**src/rtl/wm_controller_if.sv**
```systemverilog
// Sensor/flag inputs and actuator/state outputs of the washing-machine controller.
interface wm_controller_if;
  logic       coin_In;
  logic       heat_Enable;
  logic       lid_Open;
  logic       cancel;
  logic       sig_Full;
  logic       sig_Temperature;
  logic       sig_Wash_Completed;
  logic       sig_Rinse_Completed;
  logic       sig_Spin_Completed;
  logic [2:0] state;
  logic       door_Lock;
  logic       water_Valve;
  logic       heater_On;
  logic       motor_On;
  logic       drain_Valve;
  logic       done;
  logic       error;

  modport master (
    output coin_In, heat_Enable, lid_Open, cancel,
           sig_Full, sig_Temperature, sig_Wash_Completed,
           sig_Rinse_Completed, sig_Spin_Completed,
    input  state, door_Lock, water_Valve, heater_On, motor_On,
           drain_Valve, done, error
  );

  modport slave (
    input  coin_In, heat_Enable, lid_Open, cancel,
           sig_Full, sig_Temperature, sig_Wash_Completed,
           sig_Rinse_Completed, sig_Spin_Completed,
    output state, door_Lock, water_Valve, heater_On, motor_On,
           drain_Valve, done, error
  );
endinterface

```
**src/rtl/wm_controller.sv**
```systemverilog
// Washing-machine main FSM: stage sequencing on timer flags, cancel, optional
// heat stage, per-stage watchdog and Moore actuator decode.
module wm_controller #(
  parameter int TIMEOUT     = 20,
  parameter int TIMER_WIDTH = 5
) (
  input  logic          clock,
  input  logic          reset,
  wm_controller_if.slave bus
);
  localparam logic [2:0] S_START = 3'd0;
  localparam logic [2:0] S_READY = 3'd1;
  localparam logic [2:0] S_FILL  = 3'd2;
  localparam logic [2:0] S_HEAT  = 3'd3;
  localparam logic [2:0] S_WASH  = 3'd4;
  localparam logic [2:0] S_RINSE = 3'd5;
  localparam logic [2:0] S_SPIN  = 3'd6;
  localparam logic [2:0] S_DONE  = 3'd7;

  localparam logic [TIMER_WIDTH-1:0] WD_LIMIT = TIMER_WIDTH'(TIMEOUT);

  logic [2:0]             state_q, state_d;
  logic                   heat_sel_q, heat_sel_d;
  logic [TIMER_WIDTH-1:0] wd_cnt_q, wd_cnt_d;
  logic                   error_q, error_d;
  logic                   stage_flag;
  logic [2:0]             adv_state;

  // Only the flag owned by the current stage matters; stale sticky flags are ignored.
  always_comb begin
    stage_flag = 1'b0;
    adv_state  = state_q;
    case (state_q)
      S_FILL:  begin stage_flag = bus.sig_Full;            adv_state = heat_sel_q ? S_HEAT : S_WASH; end
      S_HEAT:  begin stage_flag = bus.sig_Temperature;     adv_state = S_WASH;  end
      S_WASH:  begin stage_flag = bus.sig_Wash_Completed;  adv_state = S_RINSE; end
      S_RINSE: begin stage_flag = bus.sig_Rinse_Completed; adv_state = S_SPIN;  end
      S_SPIN:  begin stage_flag = bus.sig_Spin_Completed;  adv_state = S_DONE;  end
      default: ;
    endcase
  end

  always_comb begin
    state_d    = state_q;
    heat_sel_d = heat_sel_q;
    error_d    = error_q;
    wd_cnt_d   = '0;
    case (state_q)
      S_START: begin
        if (bus.coin_In && !bus.lid_Open) begin
          state_d    = S_READY;
          heat_sel_d = bus.heat_Enable;
          error_d    = 1'b0;
        end
      end
      S_READY: state_d = bus.cancel ? S_START : S_FILL;
      S_DONE:  if (bus.lid_Open) state_d = S_START;
      default: begin
        // Priority: cancel, then stage completion, then watchdog expiry.
        if (bus.cancel) begin
          state_d = S_START;
        end else if (stage_flag) begin
          state_d = adv_state;
        end else if (wd_cnt_q == WD_LIMIT) begin
          state_d = S_START;
          error_d = 1'b1;
        end else begin
          wd_cnt_d = wd_cnt_q + 1'b1;
        end
      end
    endcase
  end

  always_ff @(posedge clock or negedge reset) begin
    if (!reset) begin
      state_q    <= S_START;
      heat_sel_q <= 1'b0;
      wd_cnt_q   <= '0;
      error_q    <= 1'b0;
    end else begin
      state_q    <= state_d;
      heat_sel_q <= heat_sel_d;
      wd_cnt_q   <= wd_cnt_d;
      error_q    <= error_d;
    end
  end

  assign bus.state       = state_q;
  assign bus.door_Lock   = (state_q != S_START) && (state_q != S_DONE);
  assign bus.water_Valve = (state_q == S_FILL) || (state_q == S_RINSE);
  assign bus.heater_On   = (state_q == S_HEAT);
  assign bus.motor_On    = (state_q == S_WASH) || (state_q == S_RINSE) || (state_q == S_SPIN);
  assign bus.drain_Valve = (state_q == S_SPIN);
  assign bus.done        = (state_q == S_DONE);
  assign bus.error       = error_q;
endmodule

```
**src/flat_wrapper.sv**
```systemverilog
// flat-port wrapper written by rule: the top's interface ports become plain ports
module wm_controller_flat 
#(
  parameter int TIMEOUT     = 20,
  parameter int TIMER_WIDTH = 5
)
  (clock, reset, bus_coin_In, bus_heat_Enable, bus_lid_Open, bus_cancel, bus_sig_Full, bus_sig_Temperature, bus_sig_Wash_Completed, bus_sig_Rinse_Completed, bus_sig_Spin_Completed, bus_state, bus_door_Lock, bus_water_Valve, bus_heater_On, bus_motor_On, bus_drain_Valve, bus_done, bus_error);
  wm_controller_if bus_i ();
  input  logic clock;
  input  logic reset;
  input wire logic [$bits(bus_i.coin_In)-1:0] bus_coin_In;
  input wire logic [$bits(bus_i.heat_Enable)-1:0] bus_heat_Enable;
  input wire logic [$bits(bus_i.lid_Open)-1:0] bus_lid_Open;
  input wire logic [$bits(bus_i.cancel)-1:0] bus_cancel;
  input wire logic [$bits(bus_i.sig_Full)-1:0] bus_sig_Full;
  input wire logic [$bits(bus_i.sig_Temperature)-1:0] bus_sig_Temperature;
  input wire logic [$bits(bus_i.sig_Wash_Completed)-1:0] bus_sig_Wash_Completed;
  input wire logic [$bits(bus_i.sig_Rinse_Completed)-1:0] bus_sig_Rinse_Completed;
  input wire logic [$bits(bus_i.sig_Spin_Completed)-1:0] bus_sig_Spin_Completed;
  output wire logic [$bits(bus_i.state)-1:0] bus_state;
  output wire logic [$bits(bus_i.door_Lock)-1:0] bus_door_Lock;
  output wire logic [$bits(bus_i.water_Valve)-1:0] bus_water_Valve;
  output wire logic [$bits(bus_i.heater_On)-1:0] bus_heater_On;
  output wire logic [$bits(bus_i.motor_On)-1:0] bus_motor_On;
  output wire logic [$bits(bus_i.drain_Valve)-1:0] bus_drain_Valve;
  output wire logic [$bits(bus_i.done)-1:0] bus_done;
  output wire logic [$bits(bus_i.error)-1:0] bus_error;
  assign bus_i.coin_In = bus_coin_In;
  assign bus_i.heat_Enable = bus_heat_Enable;
  assign bus_i.lid_Open = bus_lid_Open;
  assign bus_i.cancel = bus_cancel;
  assign bus_i.sig_Full = bus_sig_Full;
  assign bus_i.sig_Temperature = bus_sig_Temperature;
  assign bus_i.sig_Wash_Completed = bus_sig_Wash_Completed;
  assign bus_i.sig_Rinse_Completed = bus_sig_Rinse_Completed;
  assign bus_i.sig_Spin_Completed = bus_sig_Spin_Completed;
  assign bus_state = bus_i.state;
  assign bus_door_Lock = bus_i.door_Lock;
  assign bus_water_Valve = bus_i.water_Valve;
  assign bus_heater_On = bus_i.heater_On;
  assign bus_motor_On = bus_i.motor_On;
  assign bus_drain_Valve = bus_i.drain_Valve;
  assign bus_done = bus_i.done;
  assign bus_error = bus_i.error;
  wm_controller #(.TIMEOUT(TIMEOUT), .TIMER_WIDTH(TIMER_WIDTH)) u_core (.clock(clock), .reset(reset), .bus(bus_i));
endmodule
```
**config.mk**
```make
export PLATFORM = sky130hd
export DESIGN_NAME = wm_controller_flat
export DESIGN_NICKNAME = d
export VERILOG_FILES = /design/src/rtl/wm_controller_if.sv /design/src/rtl/wm_controller.sv /design/src/flat_wrapper.sv
export SDC_FILE = /design/constraint.sdc
export NUM_CORES = 1
export LEC_CHECK = 0
export ABC_AREA = 1
export CAP_MARGIN = 20
export CELL_PAD_IN_SITES_DETAIL_PLACEMENT = 0
export CELL_PAD_IN_SITES_GLOBAL_PLACEMENT = 1
export CORE_MARGIN = 2
export CORE_UTILIZATION = 34
export CTS_CLUSTER_DIAMETER = 150
export DETAILED_ROUTE_END_ITERATION = 16
export PLACE_DENSITY = 0.81
export RECOVER_POWER = 50
export SYNTH_ARGS = -nofsm -noshare
export SYNTH_HDL_FRONTEND = slang
export SYNTH_SLANG_ARGS = --single-unit
```
**constraint.sdc**
```tcl
create_clock -name clock -period 1.8 [get_ports clock]
set_input_delay 0.36 -clock clock [delete_from_list [all_inputs] [get_ports clock]]
set_output_delay 0.36 -clock clock [all_outputs]
set_load 0.01 [all_outputs]
```
==> impl_metrics.csv, run 1 <==
group,metric,value,unit
layout,multi_input_area,473.0,sq um
synth,synth_cells,103,
power,ir_drop,0.0008001,V
clock_tree,htree_levels,1,
detailed_routing,drt_iter0_markers,8,
timing,max_freq,571.4,MHz
global_routing,grt_overflow,0,
layout,layout_common_cells,"buf_4 (20), nand2_1 (15), inv_1 (12), nand3_1 (12), clkdlybuf4s50_1 (11)",
detailed_routing,drcViolationCount,0,
synth,synth_cell_types,25,
synth,synth_nets,116,
layout,finalInstanceArea,1210,sq um
synth,synthSimpleGateAreaFrac,0.4424,
timing,slew-limit-headroom,0.6863,
floorplan,dieArea,2839,sq um
synth,synth_fa_ha_area_frac,0.03030,
setup_path,worstSetupStartpointType,"flip-flop",
synth,synth_compound_area_frac,0.05758,
floorplan,io_pins,21,
detailed_routing,drt-pass1-iter-count,4,
power,p_seq_frac,0.209,
global_routing,grt_pass1_wl,3477,microns
synth,synth_warnings,0,
timing,finalSetupViolations,0,
timing,hold_viol_final,0,
setup_path,required,1.44,ns
synth,synthMuxAreaShare,0.01364,
placement,hpwlAfterDp,1439,microns
synth,seq_area_frac_synth,0.3030,
clock_tree,clock_sinks,10,
floorplan,core,2255,sq um
power,powerDensity,1558,nW/um^2
setup_path,cp_top_family,"buffers and inverters",
layout,final_nets,158,
setup_path,worst_setup_path_end_kind,"output pin",
global_routing,grt_pass1_vias,819,
timing,skew,0.005191,ns
layout,num-fill-cells,222,
detailed_routing,dr_wl_met3,60,microns
floorplan,fp.dieH,53.28,microns
detailed_routing,final_antenna_net_count,0,
timing,worst_pin_slew,0.4690,ns
detailed_routing,dr_wl_met2,920,microns
clock_tree,cts_root_buf,"clkbuf_4",
synth,syn_avg_cell_area,8.017,sq um
power,leakagePower,0.6677,nW
timing,fin_tns_setup,0,ns
global_routing,grt_max_degree,11,
setup_path,cp.buffers_inverters,2,
timing,rsz0062_at_grt,"no",
setup_path,path_cells,"buf_4 -> clkdlybuf4s50_1",
setup_path,slowest_delay,0.53,ns
flow_run,maxCapViolCount,0,
layout,drive_above_1_share,0.3889,
power,comb_power_share,0.680,
timing,maxSlewViolCount,0,
synth,synth_xor_area_frac,0.03182,
setup_path,crit_arrival,1.39,ns
detailed_routing,vias,807,
power,switching_share,0.4532,
detailed_routing,wl_met1,929,microns
synth,synth_seq_cells,10,
layout,diodes,0,
global_routing,grt_use_total,0.1707,
floorplan,start_util,0.3663,
floorplan,rows,17,
setup_path,crit_type,"flip-flop to output pin",
outcome,status,"finished, final reports clean",
clock_tree,postCtsHoldBufs,0,
layout,final_common_cell,"buf_4",
global_routing,antenna_found_initial,0,
power,p_int,1.030,mW
clock_tree,numCtsBuffers,3,
power,p_sw,854.0,uW
power,p_clk_frac,0.111,
clock_tree,clkTransAtPathRegs,0.07,ns
placement,gp_congestion,0.7736,
layout,syn2layout_area_growth,46.52,%
setup_path,slowest_stage,"clkdlybuf4s50_1",
setup_path,worstPathMaxFanout,5,
floorplan,die_w,53.28,microns
timing,final.period_utilization,0.9722,
placement,port-buffer-count,20,
synth,synth_top_family_by_area,"simple AND/OR/NAND/NOR gates",
detailed_routing,top_layer,"met4",
placement,placed_area,1102,sq um
detailed_routing,wire_per_inst,11.30,microns
layout,seqCellArea,254.0,sq um
clock_tree,cts_tree,"built",
clock_tree,clk_latency,0.27,ns
detailed_routing,finalWirelength,1944,microns
clock_tree,clockBufferDepth,2,
timing,min_period,1.750,ns
hold_path,hold_path_class,"primary input to async pin",
synth,syn_area,825.8,sq um
detailed_routing,vias_per_cell,4.692,
## power by group through the flow
stage / Sequential (mW) / Clock [mW] / Combinational (mW)
after global placement: 0.419 / 0 / 1.15
after floorplan: 0.373 / 0 / 0.786
after CTS: 0.392 / 0.214 / 1.29
after global routing: 0.404 / 0.219 / 1.43
after detailed placement: 0.429 / 0 / 1.14
final: 0.394 / 0.209 / 1.28
## sequential cells by signal, indices dropped and copies added, names as in the netlist
name / count
u_core.bus.error: 1
u_core.bus.state: 3
u_core.heat_sel_q: 1
u_core.wd_cnt_q: 5
## final timing paths
check	start	to	slack, ns	depth (start not counted)
worst min register to register	u_core.bus.error	u_core.bus.error	0.49	2
worst max-delay path	u_core.bus.state[0]	bus_state[0]	0.05	2
worst min-delay path	reset	u_core.heat_sel_q	0.47	1
min in group clock	u_core.bus.error	u_core.bus.error	0.49	2
max in group asynchronous	reset	u_core.bus.state[2]	0.99	1
worst max register to register	u_core.bus.state[0]	u_core.wd_cnt_q[3]	0.19	7
## synth_stat cells (all sizes together)
cell type   n  area [sq um]
and2        1         8.760
dfrtp      10         250.2
nor3        4         40.04
xor2        2         17.52
a21oi       1         5.000
nand2      23         106.4
mux2        1         11.26
xnor2       1         8.760
nand4       6         56.31
o21ai       7         42.54
nor2        9         46.29
inv        17         66.32
ha          2         25.02
nand3      16         107.6
buf         3         33.78
## timing repair
item	in CTS	in global routing
pin swaps	0	0
setup buffers	9	1
gates resized for setup	12	2
setup endpoints to repair	9	2
gates cloned	0	0
## layer usage
layer / up-vias / global-route usage
met5: - / 0
met4: 0 / 0.07692
met3: 5 / 0.02825
met2: 16 / 0.2778
met1: 369 / 0.2184
li1: 417 / -
## cell families after synthesis
family / after synthesis
fa+ha+maj: 2
simple gates: 59
compound gates: 8
mux: 1
flops: 10
xor+xnor: 3
buf+inv: 20
## per-stage QoR
stage	utilization	hold slack (ns)	std cells	power, mW	setup WS [ns]
final	0.5366	0.4697	172	1.884	0.05004
after detailed placement	0.4889	0.4678	158	1.565	0.05455
after floorplan	-	0.06441	103	1.159	0.4851
after global routing	0.5366	0.5109	172	2.055	0.009867
after CTS	0.5350	0.4188	171	1.892	0.009798
after global placement	0.4889	0.4643	158	1.567	0.08417
## layout make-up
cell class / instances / share of cell area
Inverter: 17 / 0.05481
Timing Repair Buffer: 40 / 0.2854
Clock buffer: 4 / 0.02999
Tap cell: 28 / 0.02896
Sequential cell: 10 / 0.2099
Multi-Input combinational cell: 73 / 0.3909
Note: power is estimated with default switching activity, not from simulation.
==> inputs of run 2 (changes only) <==
--- a/config.mk
+++ b/config.mk
@@ -12,9 +12,11 @@
 export CORE_MARGIN = 2
 export CORE_UTILIZATION = 34
 export CTS_CLUSTER_DIAMETER = 150
+export CTS_CLUSTER_SIZE = 8
 export DETAILED_ROUTE_END_ITERATION = 16
 export PLACE_DENSITY = 0.81
 export RECOVER_POWER = 50
+export REMOVE_ABC_BUFFERS = 1
 export SYNTH_ARGS = -nofsm -noshare
 export SYNTH_HDL_FRONTEND = slang
 export SYNTH_SLANG_ARGS = --single-unit
==> impl_metrics.csv, run 2 (same netlist as run 1, synthesis figures left out) <==
group,metric,value,unit
timing,finalSetupViolations,0,
timing,skew,0.007026,ns
power,p_int,1.005,mW
global_routing,antenna_found_initial,0,
global_routing,grt_max_degree,11,
layout,multi_input_area,473.0,sq um
layout,drive_above_1_share,0.4014,
layout,seqCellArea,254.0,sq um
setup_path,path_cells,"nand3_2 -> inv_1 -> clkdlybuf4s50_1",
floorplan,rows,17,
detailed_routing,drt_iter0_markers,30,
global_routing,grt_overflow,0,
timing,max_freq,569.1,MHz
timing,maxSlewViolCount,0,
power,powerDensity,1571,nW/um^2
detailed_routing,drcViolationCount,0,
timing,worst_pin_slew,0.4832,ns
global_routing,grt_pass1_vias,808,
flow_run,maxCapViolCount,0,
layout,layout_common_cells,"buf_4 (16), nand2_1 (15), clkdlybuf4s50_1 (12)",
timing,final.period_utilization,0.9763,
placement,placed_area,1095,sq um
floorplan,fp.dieH,53.28,microns
power,switching_share,0.4620,
setup_path,required,1.44,ns
placement,port-buffer-count,20,
timing,rsz0062_at_grt,"no",
placement,gp_congestion,0.7437,
placement,hpwlAfterDp,1442,microns
layout,finalInstanceArea,1189,sq um
setup_path,crit_type,"flip-flop to output pin",
layout,final_nets,156,
layout,final_common_cell,"buf_4",
setup_path,worstSetupStartpointType,"flip-flop",
power,ir_drop,0.0008356,V
detailed_routing,vias_per_cell,4.794,
timing,hold_viol_final,0,
detailed_routing,final_antenna_net_count,0,
clock_tree,cts_tree,"built",
power,p_seq_frac,0.210,
detailed_routing,drt-pass1-iter-count,4,
setup_path,worst_setup_path_end_kind,"output pin",
detailed_routing,finalWirelength,2034,microns
power,comb_power_share,0.679,
setup_path,slowest_delay,0.53,ns
clock_tree,htree_levels,1,
hold_path,hold_path_class,"flip-flop to flip-flop",
global_routing,grt_use_total,0.1634,
floorplan,die_w,53.28,microns
layout,num-fill-cells,225,
layout,largest_reg_flops,5,
clock_tree,numCtsBuffers,3,
power,p_sw,863.0,uW
layout,max_flop_register,"u_core.wd_cnt_q",
clock_tree,clock_sinks,10,
clock_tree,postCtsHoldBufs,0,
floorplan,start_util,0.3663,
floorplan,io_pins,21,
floorplan,dieArea,2839,sq um
timing,min_period,1.757,ns
setup_path,crit_arrival,1.40,ns
timing,slew-limit-headroom,0.6768,
floorplan,core,2255,sq um
power,p_clk_frac,0.111,
detailed_routing,vias,815,
global_routing,grt_pass1_wl,3470,microns
timing,fin_tns_setup,0,ns
setup_path,worstPathMaxFanout,5,
layout,diodes,0,
clock_tree,clk_latency,0.27,ns
detailed_routing,wire_per_inst,11.96,microns
clock_tree,clkTransAtPathRegs,0.08,ns
outcome,status,"finished, final reports clean",
setup_path,slowest_stage,"clkdlybuf4s50_1",
power,leakagePower,0.6316,nW
layout,syn2layout_area_growth,43.94,%
clock_tree,clockBufferDepth,2,
clock_tree,cts_root_buf,"clkbuf_4",
==> run 2: layout make-up <==
class / count / share of cell area
Timing Repair Buffer: 38 / 0.2726
Tap cell: 28 / 0.02947
Multi-Input combinational cell: 73 / 0.3979
Inverter: 17 / 0.05579
Clock buffer: 4 / 0.03053
Sequential cell: 10 / 0.2137
==> run 2: power by group through the flow <==
stage	registers [mW]	logic (mW)	clock network, mW
finish	0.392	1.27	0.207
global route	0.400	1.41	0.225
CTS	0.398	1.24	0.212
detailed placement	0.425	1.14	0
global placement	0.420	1.15	0
floorplan	0.441	0.649	0
==> run 2: critical path: cells and delay by family, from the launching register on <==
kind,cells,cell delay [ns]
simple gates,1,0.10
flops,1,0.43
buf+inv,2,0.61
==> run 2: worst paths after layout <==
kind	slack [ns]	cells after the start	to	start
setup / recovery	0.04	3	bus_done	u_core.bus.state[1]
hold / removal	0.47	2	u_core.bus.error	u_core.bus.error
setup reg to reg	0.15	8	u_core.wd_cnt_q[0]	u_core.bus.state[2]
hold reg to reg	0.47	2	u_core.bus.error	u_core.bus.error
max in group asynchronous	0.95	1	u_core.bus.state[0]	reset
min in group asynchronous	0.48	1	u_core.wd_cnt_q[4]	reset
==> run 2: layer usage <==
metal,part of all wire,GRT usage
met1,0.45,0.2120
met2,0.49,0.2757
met3,0.040,0.02542
met4,0.016,0.04701
met5,0,0
==> run 2: through the flow <==
step	hold slack, ns	setup slack [ns]	utilization	cells	total power, mW
floorplan	0.06441	0.4100	-	100	1.090
global placement	0.4535	0.07328	0.4856	157	1.565
detailed placement	0.4604	0.06701	0.4856	157	1.570
CTS	0.4237	0.0007311	0.5205	168	1.845
global route	0.4938	0.005994	0.5272	170	2.030
finish	0.4664	0.04274	0.5272	170	1.868
==> run 2: repair_timing <==
action,in CTS,in global routing
gates resized for setup,10,3
endpoints found under the setup margin,9,5
buffers inserted,7,2
==> inputs of run 3 (changes only) <==
--- a/config.mk
+++ b/config.mk
@@ -5,16 +5,15 @@
 export SDC_FILE = /design/constraint.sdc
 export NUM_CORES = 1
 export LEC_CHECK = 0
-export ABC_AREA = 1
 export CAP_MARGIN = 20
 export CELL_PAD_IN_SITES_DETAIL_PLACEMENT = 0
 export CELL_PAD_IN_SITES_GLOBAL_PLACEMENT = 1
 export CORE_MARGIN = 2
-export CORE_UTILIZATION = 34
+export CORE_UTILIZATION = 33
 export CTS_CLUSTER_DIAMETER = 150
 export CTS_CLUSTER_SIZE = 8
 export DETAILED_ROUTE_END_ITERATION = 16
-export PLACE_DENSITY = 0.81
+export PLACE_DENSITY = 0.8
 export RECOVER_POWER = 50
 export REMOVE_ABC_BUFFERS = 1
 export SYNTH_ARGS = -nofsm -noshare
==> impl_metrics.csv, run 3 <==
group,metric,value,unit
outcome,status,"finished, final reports clean",
layout,largest_reg_flops,5,
timing,worst_pin_slew,0.4604,ns
placement,port-buffer-count,20,
flow_run,maxCapViolCount,0,
synth,synth_edf_count,0,
setup_path,required,1.44,ns
global_routing,grt_pass1_wl,2663,microns
global_routing,grt_max_degree,11,
placement,place_inst,128,
layout,max_flop_register,"u_core.wd_cnt_q",
floorplan,dieArea,2508,sq um
setup_path,worst_setup_path_end_kind,"output pin",
synth,synth.top_cells.by_area,"dfrtp_1 (36%), nor2_1 (4.8%), a221oi_4 (3.8%)",
synth,synth_seq_cells,10,
layout,multi_input_area,427.9,sq um
timing,hold_viol_final,0,
synth,syn_avg_cell_area,9.469,sq um
setup_path,crit_arrival,1.38,ns
clock_tree,postCtsHoldBufs,0,
floorplan,start_util,0.3535,
hold_path,hold_path_class,"primary input to async pin",
detailed_routing,drt-pass1-iter-count,4,
floorplan,core,1982,sq um
synth,yosysMostFrequentCell,"dfrtp_1",
clock_tree,clock_sinks,10,
layout,diodes,0,
setup_path,crit_type,"flip-flop to output pin",
floorplan,fp.dieH,50.08,microns
timing,rsz0062_at_grt,"yes",
detailed_routing,drt_iter0_markers,3,
synth,synth_warnings,0,
synth,synthArstFlopShare,1.000,
power,powerDensity,554.2,nW/um^2
layout,layout_common_cells,"buf_4 (15), clkdlybuf4s50_1 (9), nor2_1 (8), dfrtp_1 (8)",
setup_path,crit_start,"u_core.bus.state[0]",
timing,max_freq,574.7,MHz
timing,hold_slack,0.4763,ns
floorplan,io_pins,21,
synth,seq_area_frac_synth,0.3571,
clock_tree,cts_tree,"built",
layout,seqCellArea,252.7,sq um
timing,min_period,1.740,ns
clock_tree,htree_levels,1,
timing,final.period_utilization,0.9667,
timing,skew,0.004959,ns
global_routing,grt_use_total,0.1409,
layout,final_common_cell,"buf_4",
clock_tree,numCtsBuffers,3,
detailed_routing,vias,644,
placement,gp_congestion,0.7639,
timing,finalSetupViolations,0,
detailed_routing,finalWirelength,1726,microns
floorplan,die_w,50.08,microns
synth,synth_commonest_cells,"dfrtp_1 (10), nor2_1 (9), inv_1 (6), nand2_1 (6)",
detailed_routing,wire_per_inst,12.51,microns
detailed_routing,final_antenna_net_count,0,
setup_path,worstPathMaxFanout,4,
timing,maxSlewViolCount,0,
synth,synth_cells,74,
timing,slew-limit-headroom,0.6921,
layout,drive_above_1_share,0.3423,
synth,synth_top_area_share,0.3571,
power,ir_drop,0.0003781,V
synth,ys.flop_type,"dfrtp_1",
detailed_routing,drcViolationCount,0,
global_routing,antenna_found_initial,0,
layout,syn2layout_area_growth,56.07,%
global_routing,grt_overflow,0,
synth,synth_cell_types,37,
placement,hpwlAfterDp,1231,microns
clock_tree,cts_root_buf,"clkbuf_4",
floorplan,rows,16,
synth,yosys.area.top_type,"dfrtp_1",
power,total_power,606.0,uW
global_routing,grt_pass1_vias,606,
synth,syn_area,700.7,sq um
setup_path,timing.rr.start,"u_core.bus.state[2]",
power,leakagePower,0.5470,nW
detailed_routing,vias_per_cell,4.667,
layout,num-fill-cells,183,
layout,layout.cells.non_filler,138,
setup_path,worstSetupStartpointType,"flip-flop",
clock_tree,clk_latency,0.26,ns
clock_tree,clockBufferDepth,2,
clock_tree,clkTransAtPathRegs,0.07,ns
layout,final_nets,125,
-- run 3: cell types whose count changed after synthesis, moves of 3 or more --
cell	before	now
nand3_2	3	0
inv_2	5	1
nand2_2	8	1
nand3_1	12	2
nand2_1	15	6
nor3_2	4	0
nand4_2	3	0
inv_1	11	6
nand4_1	3	0
nor2_1	6	9
-- run 3: final cells by class --
class / count / share of cell area
clock buffers: 4 / 0.03318
well taps: 27 / 0.03089
multi-input cells: 54 / 0.3913
repair buffers: 36 / 0.2895
inverters: 7 / 0.02403
flip-flops and latches: 10 / 0.2311
-- run 3: cell families (layout without fill, tap and decap cells) --
| logic type | count (synthesis) | count (layout) | share of synthesized area |
|---|---|---|---|
| xor+xnor | 3 | 3 | 0.03751 |
| compound gates | 15 | 15 | 0.1964 |
| fa+ha+maj | 2 | 2 | 0.03571 |
| flops | 10 | 10 | 0.3571 |
| simple gates | 32 | 32 | 0.2643 |
| buf+inv | 10 | 47 | 0.07142 |
| mux | 2 | 2 | 0.03749 |
-- run 3: power by group --
part           switching [mW]  internal [mW]
registers              0.0123          0.234
logic                  0.0671         0.0868
clock network          0.0826          0.123
-- run 3: worst paths after layout --
| kind | end | slack (ns) | cells past startpoint |
|---|---|---|---|
| max in group asynchronous | u_core.bus.state[2] | 0.98 | 1 |
| min in group clock | u_core.bus.error | 0.49 | 2 |
| hold / removal | u_core.heat_sel_q | 0.48 | 1 |
| setup reg to reg | u_core.bus.state[0] | 0.10 | 6 |
| setup / recovery | bus_door_Lock | 0.06 | 4 |
| hold reg to reg | u_core.bus.error | 0.49 | 2 |
-- run 3: per-stage QoR --
| stage | setup slack [ns] | util | setup TNS, ns | instance area, sq um |
|---|---|---|---|---|
| floorplan | 0.1234 | - | 0 | 676.9 |
| global placement | -0.06656 | 0.4975 | -0.07695 | 985.9 |
| detailed placement | -0.1017 | 0.4975 | -0.1577 | 985.9 |
| CTS | 0.02228 | 0.5354 | 0 | 1061 |
| global route | -0.006438 | 0.5518 | -0.006438 | 1094 |
| finish | 0.05993 | 0.5518 | 0 | 1094 |
-- run 3: routing by layer --
layer / track usage / share of wire
met5: 0 / 0
met4: 0.08333 / 0.011
met3: 0.01212 / 0.038
met2: 0.2303 / 0.51
met1: 0.1786 / 0.44
-- run 3: critical path, cell delays in order, from the launching register on --
cell and delay (ns):
dfrtp_2 0.43, buf_4 0.16, nor3_4 0.19, nor2_1 0.05, dlygate4sd2_1 0.27
-- run 3: repair_timing --
action                     in CTS  in global routing
resized for setup              11                  8
setup buffers                   5                  1
setup endpoints to repair       8                  3
pin swaps                       0                  1
